File: config.mk
export PLATFORM = sky130hd
export DESIGN_NAME = pipeline_hazard_controller
export DESIGN_NICKNAME = d
export VERILOG_FILES = /design/src/rtl/riscv_pipe_pkg.sv /design/src/rtl/pipeline_hazard_controller_hazard_match.sv /design/src/rtl/pipeline_hazard_controller.sv
export SDC_FILE = /design/constraint.sdc
export NUM_CORES = 1
export LEC_CHECK = 0
export ABC_AREA = 1
export ABC_CLOCK_PERIOD_IN_PS = 2600
export BUFFER_PORTS_ARGS = -buffer_cell sky130_fd_sc_hd__buf_4
export CAP_MARGIN = 20
export CORE_AREA = 2 2 110 112
export CTS_CLUSTER_DIAMETER = 120
export DETAILED_ROUTE_END_ITERATION = 16
export DIE_AREA = 0 0 112 114
export GPL_ROUTABILITY_DRIVEN = 1
export PLACE_DENSITY = 0.61
export SKIP_CTS_REPAIR_TIMING = 1
export SLEW_MARGIN = 10
export SYNTH_ARGS = -nofsm -noshare
export SYNTH_HDL_FRONTEND = slang
export SYNTH_SLANG_ARGS = --single-unit
File: constraint.sdc
create_clock -name clk -period 2.6 [get_ports clk]
set_input_delay 0.26 -clock clk [delete_from_list [all_inputs] [get_ports clk]]
set_output_delay 0.26 -clock clk [all_outputs]
set_load 0.1 [all_outputs]
File: src/rtl/riscv_pipe_pkg.sv
// Shared types and constants for the RISC-V pipeline control blocks.
package riscv_pipe_pkg;

  localparam int unsigned REG_ZERO     = 0;
  localparam int unsigned NUM_REGS_DEF = 32;
  localparam int unsigned REG_AW       = $clog2(NUM_REGS_DEF);

  // One in-flight instruction downstream of ID.
  typedef struct packed {
    logic              valid;
    logic [REG_AW-1:0] rd;
    logic              is_load;
  } shadow_entry_t;

endpackage

File: src/rtl/pipeline_hazard_controller_hazard_match.sv
// Compares one ID source register against the checked shadow entries.
// Reports a hit plus the youngest (lowest-index) matching entry.
module hazard_match
  import riscv_pipe_pkg::*;
#(
  parameter int unsigned N  = 2,
  parameter int unsigned SW = 2
) (
  input  shadow_entry_t [N-1:0] entries,
  input  logic [REG_AW-1:0]     rs,
  input  logic                  rs_used,
  input  logic                  id_valid,
  output logic                  hit_c,
  output logic [SW-1:0]         idx_c,
  output logic                  is_load_c
);

  // Scan oldest to youngest so the youngest match is the one left standing.
  always_comb begin
    hit_c     = 1'b0;
    idx_c     = '0;
    is_load_c = 1'b0;
    if (id_valid && rs_used && (rs != REG_AW'(REG_ZERO))) begin
      for (int k = int'(N) - 1; k >= 0; k--) begin
        if (entries[k].valid && (entries[k].rd == rs)) begin
          hit_c     = 1'b1;
          idx_c     = SW'(k);
          is_load_c = entries[k].is_load;
        end
      end
    end
  end

endmodule

File: src/rtl/pipeline_hazard_controller.sv
// Interlock and flush controller: shadow pipeline of post-ID destinations,
// RAW stall generation, redirect squash and stall/flush perf counters.
// Optional forwarding selection is enabled by defining HAZARD_FORWARD_EN.
module pipeline_hazard_controller
  import riscv_pipe_pkg::*;
#(
  parameter int unsigned DEPTH     = 3,
  parameter int unsigned NUM_REGS  = 32,
  parameter int unsigned WB_BYPASS = 1,
  parameter int unsigned CNT_W     = 32
) (
  input  logic                         clk,
  input  logic                         resetn,
  input  logic                         id_valid,
  input  logic [$clog2(NUM_REGS)-1:0]  id_rs1,
  input  logic [$clog2(NUM_REGS)-1:0]  id_rs2,
  input  logic                         id_rs1_used,
  input  logic                         id_rs2_used,
  input  logic [$clog2(NUM_REGS)-1:0]  id_rd,
  input  logic                         id_reg_write,
  input  logic                         id_is_load,
  input  logic                         redirect,
  input  logic                         perf_clear,
  output logic                         stall,
  output logic                         flush_id,
  output logic                         bubble_ex,
  output logic [$clog2(DEPTH+1)-1:0]   fwd_sel_rs1,
  output logic [$clog2(DEPTH+1)-1:0]   fwd_sel_rs2,
  output logic [CNT_W-1:0]             stall_count,
  output logic [CNT_W-1:0]             flush_count
);

  localparam int unsigned SW   = $clog2(DEPTH + 1);
  // With WB bypass the WB entry's write is already visible to ID.
  localparam int unsigned NCHK = (WB_BYPASS != 0) ? DEPTH - 1 : DEPTH;

  shadow_entry_t [DEPTH-1:0] shadow_q, shadow_d;
  logic [CNT_W-1:0]          stall_count_q, stall_count_d;
  logic [CNT_W-1:0]          flush_count_q, flush_count_d;

  logic [REG_AW-1:0] rs1_x, rs2_x, rd_x;
  logic              hit1_c, hit2_c, ld1_c, ld2_c;
  logic [SW-1:0]     idx1_c, idx2_c;
  logic              haz1_c, haz2_c;

  assign rs1_x = REG_AW'(id_rs1);
  assign rs2_x = REG_AW'(id_rs2);
  assign rd_x  = REG_AW'(id_rd);

  hazard_match #(.N(NCHK), .SW(SW)) u_match_rs1 (
    .entries   (shadow_q[NCHK-1:0]),
    .rs        (rs1_x),
    .rs_used   (id_rs1_used),
    .id_valid  (id_valid),
    .hit_c     (hit1_c),
    .idx_c     (idx1_c),
    .is_load_c (ld1_c)
  );

  hazard_match #(.N(NCHK), .SW(SW)) u_match_rs2 (
    .entries   (shadow_q[NCHK-1:0]),
    .rs        (rs2_x),
    .rs_used   (id_rs2_used),
    .id_valid  (id_valid),
    .hit_c     (hit2_c),
    .idx_c     (idx2_c),
    .is_load_c (ld2_c)
  );

`ifdef HAZARD_FORWARD_EN
  // Forwarding: only a load still in EX cannot be bypassed.
  always_comb begin
    haz1_c      = hit1_c && (idx1_c == '0) && ld1_c;
    haz2_c      = hit2_c && (idx2_c == '0) && ld2_c;
    fwd_sel_rs1 = hit1_c ? (idx1_c + SW'(1)) : '0;
    fwd_sel_rs2 = hit2_c ? (idx2_c + SW'(1)) : '0;
  end
`else
  logic unused_fwd_c;
  assign unused_fwd_c = ^{idx1_c, idx2_c, ld1_c, ld2_c};

  // Full interlock: any match in the checked range stalls.
  always_comb begin
    haz1_c      = hit1_c;
    haz2_c      = hit2_c;
    fwd_sel_rs1 = '0;
    fwd_sel_rs2 = '0;
  end
`endif

  // The WB entry is only shifted out when it is excluded from checks.
  logic unused_wb_c;
  assign unused_wb_c = ^shadow_q[DEPTH-1];

  // Control outputs; a redirect overrides any hazard.
  always_comb begin
    stall     = (haz1_c | haz2_c) & ~redirect;
    flush_id  = redirect;
    bubble_ex = stall | redirect;
  end

  // Shadow pipeline shift; stalled or squashed ID instructions enter as bubbles.
  always_comb begin
    shadow_d            = shadow_q;
    shadow_d[0].valid   = id_valid & id_reg_write & (rd_x != REG_AW'(REG_ZERO))
                          & ~stall & ~redirect;
    shadow_d[0].rd      = rd_x;
    shadow_d[0].is_load = id_is_load;
    for (int k = 1; k < int'(DEPTH); k++) begin
      shadow_d[k] = shadow_q[k-1];
    end
  end

  // Perf counters; clear wins over increment, natural wrap.
  always_comb begin
    stall_count_d = perf_clear ? '0 : stall_count_q + CNT_W'(stall);
    flush_count_d = perf_clear ? '0 : flush_count_q + CNT_W'(flush_id);
  end

  // State registers.
  always_ff @(posedge clk or negedge resetn) begin
    if (!resetn) begin
      shadow_q      <= '0;
      stall_count_q <= '0;
      flush_count_q <= '0;
    end else begin
      shadow_q      <= shadow_d;
      stall_count_q <= stall_count_d;
      flush_count_q <= flush_count_d;
    end
  end

  assign stall_count = stall_count_q;
  assign flush_count = flush_count_q;

endmodule

---- Yosys cells after proc, flatten, opt, wreduce, memory -nomap -nowiden ----
Cells that the tools add are included.
operators by class
  add/subtract/negate cells ............... 2
  $mul .................................... 0
  divide/modulo/power cells ............... 0
  $lt $le $gt $ge ......................... 0
  equality and inequality tests ........... 4
  shifts and indexed selects .............. 0
  multiplexer cells ....................... 8
  bitwise operators ....................... 9
  reductions and logical operators ........ 11
operators by type and width
  cell                    number
  adder 32 x 1 -> 32 bit  2
  2-to-1 mux 32 bit       2
  == test 5 bit           4
  nonzero test 5 bit      3
  logical AND 1 bit       8
  2-to-1 mux 1 bit        6
  bitwise AND 1 bit       5
  inverter 1 bit          2
  bitwise OR 1 bit        2
word-level totals
  register bits after elaboration ......... 76
  bits in latches ......................... 0
  bits in writable memories ............... 0
  bits in read-only memories .............. 0
  bits of input ports ..................... 24
  memories kept ........................... 0

---- Longest topological paths before layout ----
Gate-level depths: netlist (run 1).
  word-level depth ........................ 10
  gate-level depth with buffers ........... 17
  mapped depth without buffers ............ 17

---- By module ----
A second synthesis (run 1) with hierarchy kept.
unflattened totals
  cells, all modules ...................... 662
  area total of the unflattened synthesis .. 4,559.4 um^2
by module, submodules not included
  module                      instances  cells each  area an instance (um^2)  sequential area each (um^2)
  pipeline_hazard_controller  1          538         4,018.9                  1,951.9
  hazard_match                2          62          270.3                    0.0

---- Worst setup path after synthesis (run 1) ----
Ideal clock, no wire load.
  path type ............................... register to register
  start point ............................. reg shadow_q (netlist bit shadow_d[8])
  end point ............................... reg stall_count_q[16], in the netlist stall_count[16]
  setup time .............................. 130 ps
  arrival ................................. 3,500 ps
  path slack .............................. -1,029 ps
  cell stages (with the launch flop) ...... 16
  path buffers ............................ 0
  period minus slack after synthesis ...... 3,629 ps
  path through ............................ dfrtp_1 nand2_1 nand2_1 nor2_1 nand3_1 nand2_1 nand2_1 a21oi_1 ha_1 nand2_1 nor2_2 nand2_2 nor2_4 nand3_1 o21ai_0 a21oi_1
between the ends
  word-level cells in the longest chain between the ends .. 8
  elaborated cells on any way between the ends .. 12
  classes of those cells .................. 1 x add/sub; 2 x eq/ne; 5 x mux; 2 x bitwise; 2 x reduce/logical
ends and longest elaborated chain
  item                         RTL line                                       RTL
  from (decl)                  pipeline_hazard_controller.sv:37               shadow_entry_t [DEPTH-1:0] shadow_q, shadow_d;
  from (signal assigned)       pipeline_hazard_controller.sv:127              shadow_q <= shadow_d;
  == test 5 bit                pipeline_hazard_controller_hazard_match.sv:25  if (entries[k].valid && (entries[k].rd == rs)) begin
  logical AND 1 bit            pipeline_hazard_controller_hazard_match.sv:25
  2-to-1 mux 1 bit             pipeline_hazard_controller_hazard_match.sv:25
  2-to-1 mux 1 bit             pipeline_hazard_controller_hazard_match.sv:23  if (id_valid && rs_used && (rs != REG_AW'(REG_ZERO))) begin
  bitwise OR 1 bit *           pipeline_hazard_controller.sv:97               stall = (haz1_c | haz2_c) & ~redirect;
  bitwise AND 1 bit *          pipeline_hazard_controller.sv:97
  named net stall              pipeline_hazard_controller.sv:24               output logic stall,
  adder 32 x 1 -> 32 bit *     pipeline_hazard_controller.sv:116              stall_count_d = perf_clear ? '0 : stall_count_q + CNT_W'(stall);
  2-to-1 mux 32 bit *          pipeline_hazard_controller.sv:116
  named net stall_count_d[16]  pipeline_hazard_controller.sv:38               logic [CNT_W-1:0] stall_count_q, stall_count_d;
  to (signal assigned)         pipeline_hazard_controller.sv:128              stall_count_q <= stall_count_d;
  to (decl)                    pipeline_hazard_controller.sv:38
The timed path passes the listed nets; every way through them passes the cells marked *.

---- Final worst setup path (run 1) ----
  start point ............................. reg shadow_q (netlist bit shadow_d[11])
  end point ............................... reg stall_count_q[25], in the netlist stall_count[25]
between the ends
  word-level cells in the longest chain between the ends .. 8
  elaborated cells on any way between the ends .. 12
  classes of those cells .................. 1 x add/sub; 2 x eq/ne; 5 x mux; 2 x bitwise; 2 x reduce/logical
ends and longest elaborated chain
  item                         RTL line
  == test 5 bit                pipeline_hazard_controller_hazard_match.sv:25
  logical AND 1 bit            pipeline_hazard_controller_hazard_match.sv:25
  2-to-1 mux 1 bit             pipeline_hazard_controller_hazard_match.sv:25
  2-to-1 mux 1 bit             pipeline_hazard_controller_hazard_match.sv:23
  bitwise OR 1 bit *           pipeline_hazard_controller.sv:97
  bitwise AND 1 bit *          pipeline_hazard_controller.sv:97
  adder 32 x 1 -> 32 bit *     pipeline_hazard_controller.sv:116
  2-to-1 mux 32 bit *          pipeline_hazard_controller.sv:116
  named net stall_count_d[25]  pipeline_hazard_controller.sv:38
Marks and branches as above.

==> flow_summary.toml, run 1 <==
[routing]
vias_per_cell = 4.82
wl_per_cell_um = 13.7
drtIter0Drc = 249
vias = 4281
first_pass_iters = 5
drc = 0
antenna_left = 0
wl_mm = 12.1

[sta]
tns_ns = 0
report.final.setup_viol = 0
rsz0062_at_grt = "yes"
maxSlewViolCount = 0
finalHoldViolCount = 0
worstMarginPinSlew_ns = 0.977
skew_ns = 0.00588
slew_headroom_pct = 34.9
period_share_pct = 90.9
fmax_mhz = 423
fin_crit_ns = 2.36

[floorplan]
die_area_mm2 = 0.0128
die_h_um = 114
io_pins = 95
start_util_pct = 38.5
num_rows = 40
die_w_um = 112
core_mm2 = 0.0117

[min_path]
hp-class = "input port to flip-flop"
hold_end = "shadow_d[10]$_DFF_PN0_"
hold_start = "id_rd[2]"
min_path_cells = 1

[logic_synthesis]
synth_edf_count = 0
synthTopCellsByArea = "dfrtp_1, nand2_1, nor2_1, inv_1, nand3_1"
ys_types = 32
syn-instance-count = 643
synth_commonest_cells = "nand2_1, nor2_1, dfrtp_1"
yosys.area.top_type = "dfrtp_1"
synth_ff_type = "dfrtp_1"
synth_top_area_share_pct = 42.2
netlist_area_mm2 = 0.00451
ys_async_sr_fraction_pct = 100
yosysSeqAreaShare_pct = 42.2
syn_area_per_cell_um2 = 7.01
yosys_warnings = 0
yosysMostFrequentCell = "nand2_1"
ys_ff_latch = 76

[global_route]
top_usage_layer = "met2"
grt_util_met1_pct = 26.9
overflow = 0
met3_usage_pct = 3.08
grt_max_degree = 77
met2_usage_pct = 31.6
grt_pass1_wl_mm = 20.1
antenna_found_initial = 0
grtUsageTotal_pct = 19.6
grt_pass1_vias = 4138

[critical_path]
required_ns = 2.86
endpoint_kind = "flip-flop"
critPathArrivalTime_ns = 2.63
crit_type = "flip-flop to flip-flop"
ff2ff_setup_slack_ns = 0.24
timing.rr.end = "stall_count[25]$_DFF_PN0_"
cp-start-kind = "flip-flop"
reg2reg_depth = 17
r2r-start = "shadow_d[11]$_DFF_PN0_"
cp_max_fo = 6

[power_and_ir_drop]
vdd_drop_max_v = 0.000360
p_seq_share_pct = 41.9
p_per_area_mw_per_mm2 = 505
swShare_pct = 22.4
p_int_mw = 2.24
combPwrFrac_pct = 7.3
p_leak_nw = 2.69
p_switching_mw = 0.646
total_power_mw = 2.88
clkPwrFrac_pct = 50.9

[run_status]
status = "completed"

[placement]
gp_congestion = 0.869
post_dp_cell_area_mm2 = 0.00535
place.port_buffers = 89
post-dp-hpwl_mm = 9.16

[layout]
nets = 765
final_util_pct = 48.8
antenna_cells = 0
area_delta_synth_final_pct = 26.7
drive_gt1_share_pct = 20.6
design_area_mm2 = 0.00571

[cts]
cts_root_buf = "clkbuf_16"
cts.clk_slew.worst_paths_ns = 0.06
cts_tree = "built"
cts.sinks = 76
numCtsBuffers = 9
clock_latency_ns = 0.33
cts_buffer_depth = 2
h-tree-depth = 3

[run]
cap_violations = 0
## layer usage
layer  share of wire, %  routed length, um  up-vias
li1                   -                  -     2185
met4               0.85                103        0
met3                5.2                629        8
met1                 47               5720     1966
met5                  0                  0        -
met2                 47               5680      122
## how the worst max path moves through the flow
| stage | from | to | slack (ns) | depth (start not counted) |
|---|---|---|---|---|
| 6_report | shadow_d[11]$_DFF_PN0_ | stall_count[25]$_DFF_PN0_ | 0.24 | 17 |
| 5_1_grt | shadow_d[11]$_DFF_PN0_ | stall_count[19]$_DFF_PN0_ | -0.02 | 16 |
| 4_1_cts | shadow_d[11]$_DFF_PN0_ | stall_count[20]$_DFF_PN0_ | 0.17 | 17 |
| 3_5_place_dp | shadow_d[11]$_DFF_PN0_ | stall_count[20]$_DFF_PN0_ | 0.20 | 17 |
| 3_3_place_gp | id_rs2[0] | stall_count[20]$_DFF_PN0_ | 0.23 | 18 |
| 2_1_floorplan | shadow_d[19]$_DFF_PN0_ | stall_count[20]$_DFF_PN0_ | 0.007 | 16 |
## critical path, cell delays in order (launching register included)
cell     delay [ns]
dfrtp_1        0.39
inv_1          0.07
nand2_1        0.06
nand2_1        0.05
nor2_1         0.11
nand3_1        0.09
nand2_1        0.09
nand2_1        0.10
a21oi_4        0.21
ha_1           0.19
nand2_1        0.05
inv_1          0.06
nand2_1        0.14
nor2_1         0.23
nand4_1        0.18
nand2_1        0.10
nand2_1        0.05
nor2_1         0.11
## through the flow
step | hold WS (ns) | std cells | worst slack, ns
floorplan | -0.0356 | 646 | 0.00667
global placement | 0.382 | 871 | 0.233
detailed placement | 0.380 | 871 | 0.196
CTS | 0.0296 | 887 | 0.175
global route | 0.0317 | 889 | -0.0207
finish | 0.0435 | 889 | 0.237
## placed cells by master (no fill, tap or decap), types with 12 or more instances in the layout
| cell | n |
|---|---|
| a21oi_1 | 18 |
| buf_4 | 91 |
| dfrtp_1 | 76 |
| inv_1 | 75 |
| nand2_1 | 184 |
| nand3_1 | 29 |
| nand4_1 | 14 |
| nor2_1 | 129 |
| nor3_1 | 18 |
| o21ai_0 | 14 |
| xor2_1 | 12 |
## cell type report
cell class | instances | area, um2
fillers | 1191 | 6000
multi-input cells | 477 | 2280
flip-flops and latches | 76 | 1900
repair buffers | 91 | 683
inverters | 82 | 309
clock buffers | 12 | 256
well taps | 147 | 184
clock inverters | 4 | 95.1
## sequential cells by signal, summed over array words and instances, names as in the netlist
register and cells:
flush_count 32, shadow_d 12, stall_count 32
## kinds of logic (layout without fill, tap and decap cells)
group / count (synthesis) / in the layout / share of synthesized area [%]
and+or+nand+nor: 414 / 414 / 40.9
buffers and inverters: 93 / 189 / 8.19
DFF: 76 / 76 / 42.2
AOI/OAI and AO/OA: 41 / 41 / 4.80
xor gates and xnor gates: 14 / 14 / 2.72
adders and majority gates: 4 / 4 / 1.11
other: 1 / 4 / 0.0832
## power by group through the flow
stage	Clock (mW)	Combinational (mW)	Sequential, mW
floorplan	0	0.108	1.25
global placement	0	0.210	1.23
detailed placement	0	0.213	1.23
CTS	1.50	0.213	1.21
global route	1.55	0.231	1.21
finish	1.47	0.209	1.21
Power figures use the tool's default switching activity.
==> inputs of run 2 (changes only) <==
--- a/config.mk
+++ b/config.mk
@@ -10,6 +10,7 @@
 export BUFFER_PORTS_ARGS = -buffer_cell sky130_fd_sc_hd__buf_4
 export CAP_MARGIN = 20
 export CORE_AREA = 2 2 110 112
+export CTS_BUF_LIST = sky130_fd_sc_hd__clkbuf_16
 export CTS_CLUSTER_DIAMETER = 120
 export DETAILED_ROUTE_END_ITERATION = 16
 export DIE_AREA = 0 0 112 114
==> flow_summary.toml, run 2 (synthesis gave the netlist of run 1 again) <==
[power_and_ir_drop]
vdd_drop_max_v = 0.000360
total_power_mw = 2.82
p_leak_nw = 2.69
p_per_area_mw_per_mm2 = 495

[global_route]
grt_max_degree = 77
antenna_found_initial = 0
grtUsageTotal_pct = 19.5
overflow = 0
grt_pass1_wl_mm = 20.1
grt_pass1_vias = 4139

[run]
cap_violations = 0

[layout]
area_delta_synth_final_pct = 26.2
antenna_cells = 0
final_common_cell = "nand2_1"
ff_latch_area_mm2 = 0.00190
final_util_pct = 48.6
fillCellCount = 1197
drive_gt1_share_pct = 20.4
most-common-layout-cells = "nand2_1, nor2_1, buf_4"
nets = 765
multi_input_area_mm2 = 0.00228
fin_cells = 889

[floorplan]
core_mm2 = 0.0117
die_w_um = 112
die_area_mm2 = 0.0128
die_h_um = 114
start_util_pct = 38.5
num_rows = 40
io_pins = 95

[cts]
cts.sinks = 76
cts_buffer_depth = 2
cts.clk_slew.worst_paths_ns = 0.06
h-tree-depth = 3
numCtsBuffers = 9
cts_tree = "built"
clock_latency_ns = 0.33
cts_root_buf = "clkbuf_16"

[sta]
slew_headroom_pct = 35.2
report.final.setup_viol = 0
skew_ns = 0.00616
worstMarginPinSlew_ns = 0.972
finalHoldViolCount = 0
period_share_pct = 90.6
fmax_mhz = 424
setup_slack_ns = 0.244
rsz0062_at_grt = "yes"
maxSlewViolCount = 0
tns_ns = 0
fin_crit_ns = 2.36

[routing]
vias = 4279
antenna_left = 0
first_pass_iters = 5
wl_per_cell_um = 13.6
wl_mm = 12.1
drtIter0Drc = 277
vias_per_cell = 4.81
drc = 0

[placement]
dp.cells = 871
post-dp-hpwl_mm = 9.16
post-place-ws_ns = 0.196
place.port_buffers = 89
gp_congestion = 0.869

[critical_path]
endpoint_kind = "flip-flop"
cpMaxStageDelayCell = "dfrtp_1"
critPathArrivalTime_ns = 2.62
crit_type = "flip-flop to flip-flop"
required_ns = 2.86
cpPeakStageDelay_ns = 0.39
worst-path-buf-inv = 2
critical_path.cell_chain = "inv_1, nand2_1, nand2_1, nor2_1, nand3_1, nand2_1, nand2_1, a21oi_4, ha_1, nand2_1, inv_1, nand2_1, nor2_1, nand4_1, nand2_1, nand2_1, nor2_1"
cpMostUsedCell = "nand2_1"
cp-start-kind = "flip-flop"
cp_max_fo = 6
crit_family = "simple AND/OR/NAND/NOR gates"

[run_status]
status = "completed"

[min_path]
hp-class = "input port to flip-flop"
[run 2: changes by cell type in the layout (fill, tap and decap cells not counted)]
cell	before	now
clkbuf_8	2	0
clkinv_1	0	2
clkbuf_1	1	0
inv_1	75	76
[run 2: final cells by class]
cell class / count / share of cell area [%]
multi-input combinational: 477 / 40.1
sequential: 76 / 33.4
timing repair buffer: 91 / 12.0
inverter: 82 / 5.43
clock buffer: 9 / 3.96
tap: 147 / 3.23
clock inverter: 7 / 1.87
[run 2: metrics by stage]
step	area [um2]	hold WS (ns)
floorplan	4550	-0.0356
global placement	5350	0.382
detailed placement	5350	0.380
CTS	5680	0.0323
global route	5690	0.0323
finish	5690	0.0430
[run 2: report_power, final]
group / internal (mW) / leakage [nW] / total (mW) / switching (mW)
Sequential: 1.20 / 1.04 / 1.21 / 0.0113
Clock: 0.926 / 0.166 / 1.40 / 0.478
Combinational: 0.0528 / 1.48 / 0.209 / 0.156
Total: 2.17 / 2.69 / 2.82 / 0.645
[run 2: per-layer routing]
layer	global-route usage, %	share of wire [%]
met2	31.6	47
met4	6.02	0.95
met5	0	0
met1	26.9	47
met3	3.72	5.5
[run 2: worst paths after layout]
| path | to | slack, ns | startpoint | cells past startpoint |
|---|---|---|---|---|
| min in group asynchronous | flush_count[4]$_DFF_PN0_ | 0.09 | resetn | 1 |
| max in group asynchronous | shadow_d[16]$_DFF_PN0_ | 1.89 | resetn | 1 |
| min | shadow_d[10]$_DFF_PN0_ | 0.04 | id_rd[2] | 1 |
| max reg2reg | stall_count[25]$_DFF_PN0_ | 0.24 | shadow_d[11]$_DFF_PN0_ | 17 |
| max | stall_count[25]$_DFF_PN0_ | 0.24 | shadow_d[11]$_DFF_PN0_ | 17 |
| min reg2reg | shadow_d[17]$_DFF_PN0_ | 0.41 | shadow_d[10]$_DFF_PN0_ | 0 |
[run 2: worst reg2reg max path, delay by kind of cell, from the launching register on]
kind | cells | cell delay [ns]
buffers and inverters | 2 | 0.13
AO/OA/AOI/OAI | 1 | 0.21
adder cells (fa/ha/maj) | 1 | 0.20
flip-flops | 1 | 0.39
AND/OR/NAND/NOR | 13 | 1.36
==> inputs of run 3 (changes only) <==
--- a/config.mk
+++ b/config.mk
@@ -6,7 +6,7 @@
 export NUM_CORES = 1
 export LEC_CHECK = 0
 export ABC_AREA = 1
-export ABC_CLOCK_PERIOD_IN_PS = 2600
+export ABC_CLOCK_PERIOD_IN_PS = 3040
 export BUFFER_PORTS_ARGS = -buffer_cell sky130_fd_sc_hd__buf_4
 export CAP_MARGIN = 20
 export CORE_AREA = 2 2 110 112
==> constraint.sdc (replaced) <==
create_clock -name clk -period 3.04 [get_ports clk]
set_input_delay 0.304 -clock clk [delete_from_list [all_inputs] [get_ports clk]]
set_output_delay 0.304 -clock clk [all_outputs]
set_load 0.1 [all_outputs]
==> flow_summary.toml, run 3 (synthesis gave the netlist of run 1 again) <==
[run_status]
status = "completed"

[routing]
vias = 4383
wl_per_cell_um = 14.0
drc = 0
vias_per_cell = 4.93
first_pass_iters = 5
drtIter0Drc = 385
wl_mm = 12.4
antenna_left = 0

[placement]
post-dp-hpwl_mm = 9.37
gp_congestion = 0.851
post_dp_cell_area_mm2 = 0.00532
place.port_buffers = 89

[layout]
area_delta_synth_final_pct = 25.6
final_common_cell = "nand2_1"
antenna_cells = 0
nets = 765
drive_gt1_share_pct = 19.5
most-common-layout-cells = "nand2_1, nor2_1, buf_4"
design_area_mm2 = 0.00566

[floorplan]
die_w_um = 112
num_rows = 40
core_mm2 = 0.0117
io_pins = 95
start_util_pct = 38.5
die_h_um = 114
die_area_mm2 = 0.0128

[critical_path]
crit_type = "flip-flop to flip-flop"
required_ns = 3.26
r2r-start = "shadow_d[15]$_DFF_PN0_"
ff2ff_setup_slack_ns = 0.62
reg2reg_depth = 16
endpoint_kind = "flip-flop"
endpoint = "stall_count[19]$_DFF_PN0_"
timing.rr.end = "stall_count[19]$_DFF_PN0_"
cp_max_fo = 5
critPathLaunch = "shadow_d[15]$_DFF_PN0_"
critPathArrivalTime_ns = 2.64
cp-start-kind = "flip-flop"

[global_route]
grt_util_met1_pct = 27.7
met3_usage_pct = 3.77
grt_pass1_vias = 4112
grtUsageTotal_pct = 19.8
grt_max_degree = 77
overflow = 0
met2_usage_pct = 32.3
top_usage_layer = "met2"
antenna_found_initial = 0
grt_pass1_wl_mm = 20.3

[sta]
period_share_pct = 79.7
skew_ns = 0.00677
slew_headroom_pct = 43.8
tns_ns = 0
hold_slack_ns = 0.0872
finalHoldViolCount = 0
fin_crit_ns = 2.42
report.final.setup_viol = 0
fmax_mhz = 413
worstMarginPinSlew_ns = 0.842
maxSlewViolCount = 0
rsz0062_at_grt = "no"

[cts]
cts_tree = "built"
cts.clk_slew.worst_paths_ns = 0.06
clock_latency_ns = 0.33
cts_buffer_depth = 2
cts_root_buf = "clkbuf_16"
cts.sinks = 76
numCtsBuffers = 9
h-tree-depth = 3

[run]
cap_violations = 0

[min_path]
hp-class = "input port to flip-flop"

[power_and_ir_drop]
p_leak_nw = 2.66
p_per_area_mw_per_mm2 = 413
vdd_drop_max_v = 0.000252
run 3: where the power goes:
| group | leakage (nW) | total [mW] | internal [mW] | switching, mW |
|---|---|---|---|---|
| combinational | 1.48 | 0.185 | 0.0496 | 0.136 |
| clock | 0.149 | 1.12 | 0.707 | 0.413 |
| sequential | 1.04 | 1.03 | 1.02 | 0.00908 |
| total | 2.66 | 2.34 | 1.78 | 0.558 |
run 3: worst max-delay path: stages, from the launching register on:
cell and delay, ns:
dfrtp_1 0.39, inv_1 0.07, nand2_1 0.06, nand2_1 0.04
nor2_1 0.14, nand3_1 0.09, nand2_1 0.08, nand2_1 0.09
a21oi_2 0.19, ha_1 0.18, nand2_1 0.11, nor2_2 0.21
nand2_2 0.15, inv_1 0.13, nand4_1 0.13, o21ai_0 0.18
a21oi_1 0.07
run 3: layout make-up:
class | count | area, um2
clock buffer | 9 | 225
timing repair buffer | 91 | 706
inverter | 82 | 309
multi-input combinational | 477 | 2250
clock inverter | 7 | 82.6
tap | 147 | 184
fill | 1183 | 6050
sequential | 76 | 1900
run 3: worst min path at each step:
| stage | depth (start not counted) | start | endpoint | slack (ns) |
|---|---|---|---|---|
| finish | 1 | id_rd[1] | shadow_d[9]$_DFF_PN0_ | 0.09 |
| global route | 1 | id_rd[0] | shadow_d[8]$_DFF_PN0_ | 0.08 |
| CTS | 1 | id_rd[1] | shadow_d[9]$_DFF_PN0_ | 0.08 |
| detailed placement | 0 | shadow_d[10]$_DFF_PN0_ | shadow_d[17]$_DFF_PN0_ | 0.38 |
| global placement | 0 | shadow_d[10]$_DFF_PN0_ | shadow_d[17]$_DFF_PN0_ | 0.39 |
| floorplan | 0 | resetn | flush_count[0]$_DFF_PN0_ | 0.008 |
run 3: stage by stage:
step           util (%)  power, mW  setup slack [ns]  std cells
3_5_place_dp       45.4       1.23             0.620        871
6_report           48.3       2.34             0.618        889
2_1_floorplan         -       1.16            0.0620        646
3_3_place_gp       45.4       1.23             0.651        871
4_1_cts            48.0       2.36             0.625        887
5_1_grt            48.3       2.43             0.309        889
run 3: metal layers:
layer	share of wire [%]	up-vias	wire, um
met4	1.0	0	127
li1	-	2192	-
met1	46	2049	5680
met2	48	130	5930
met5	0	-	0
met3	5.4	12	674
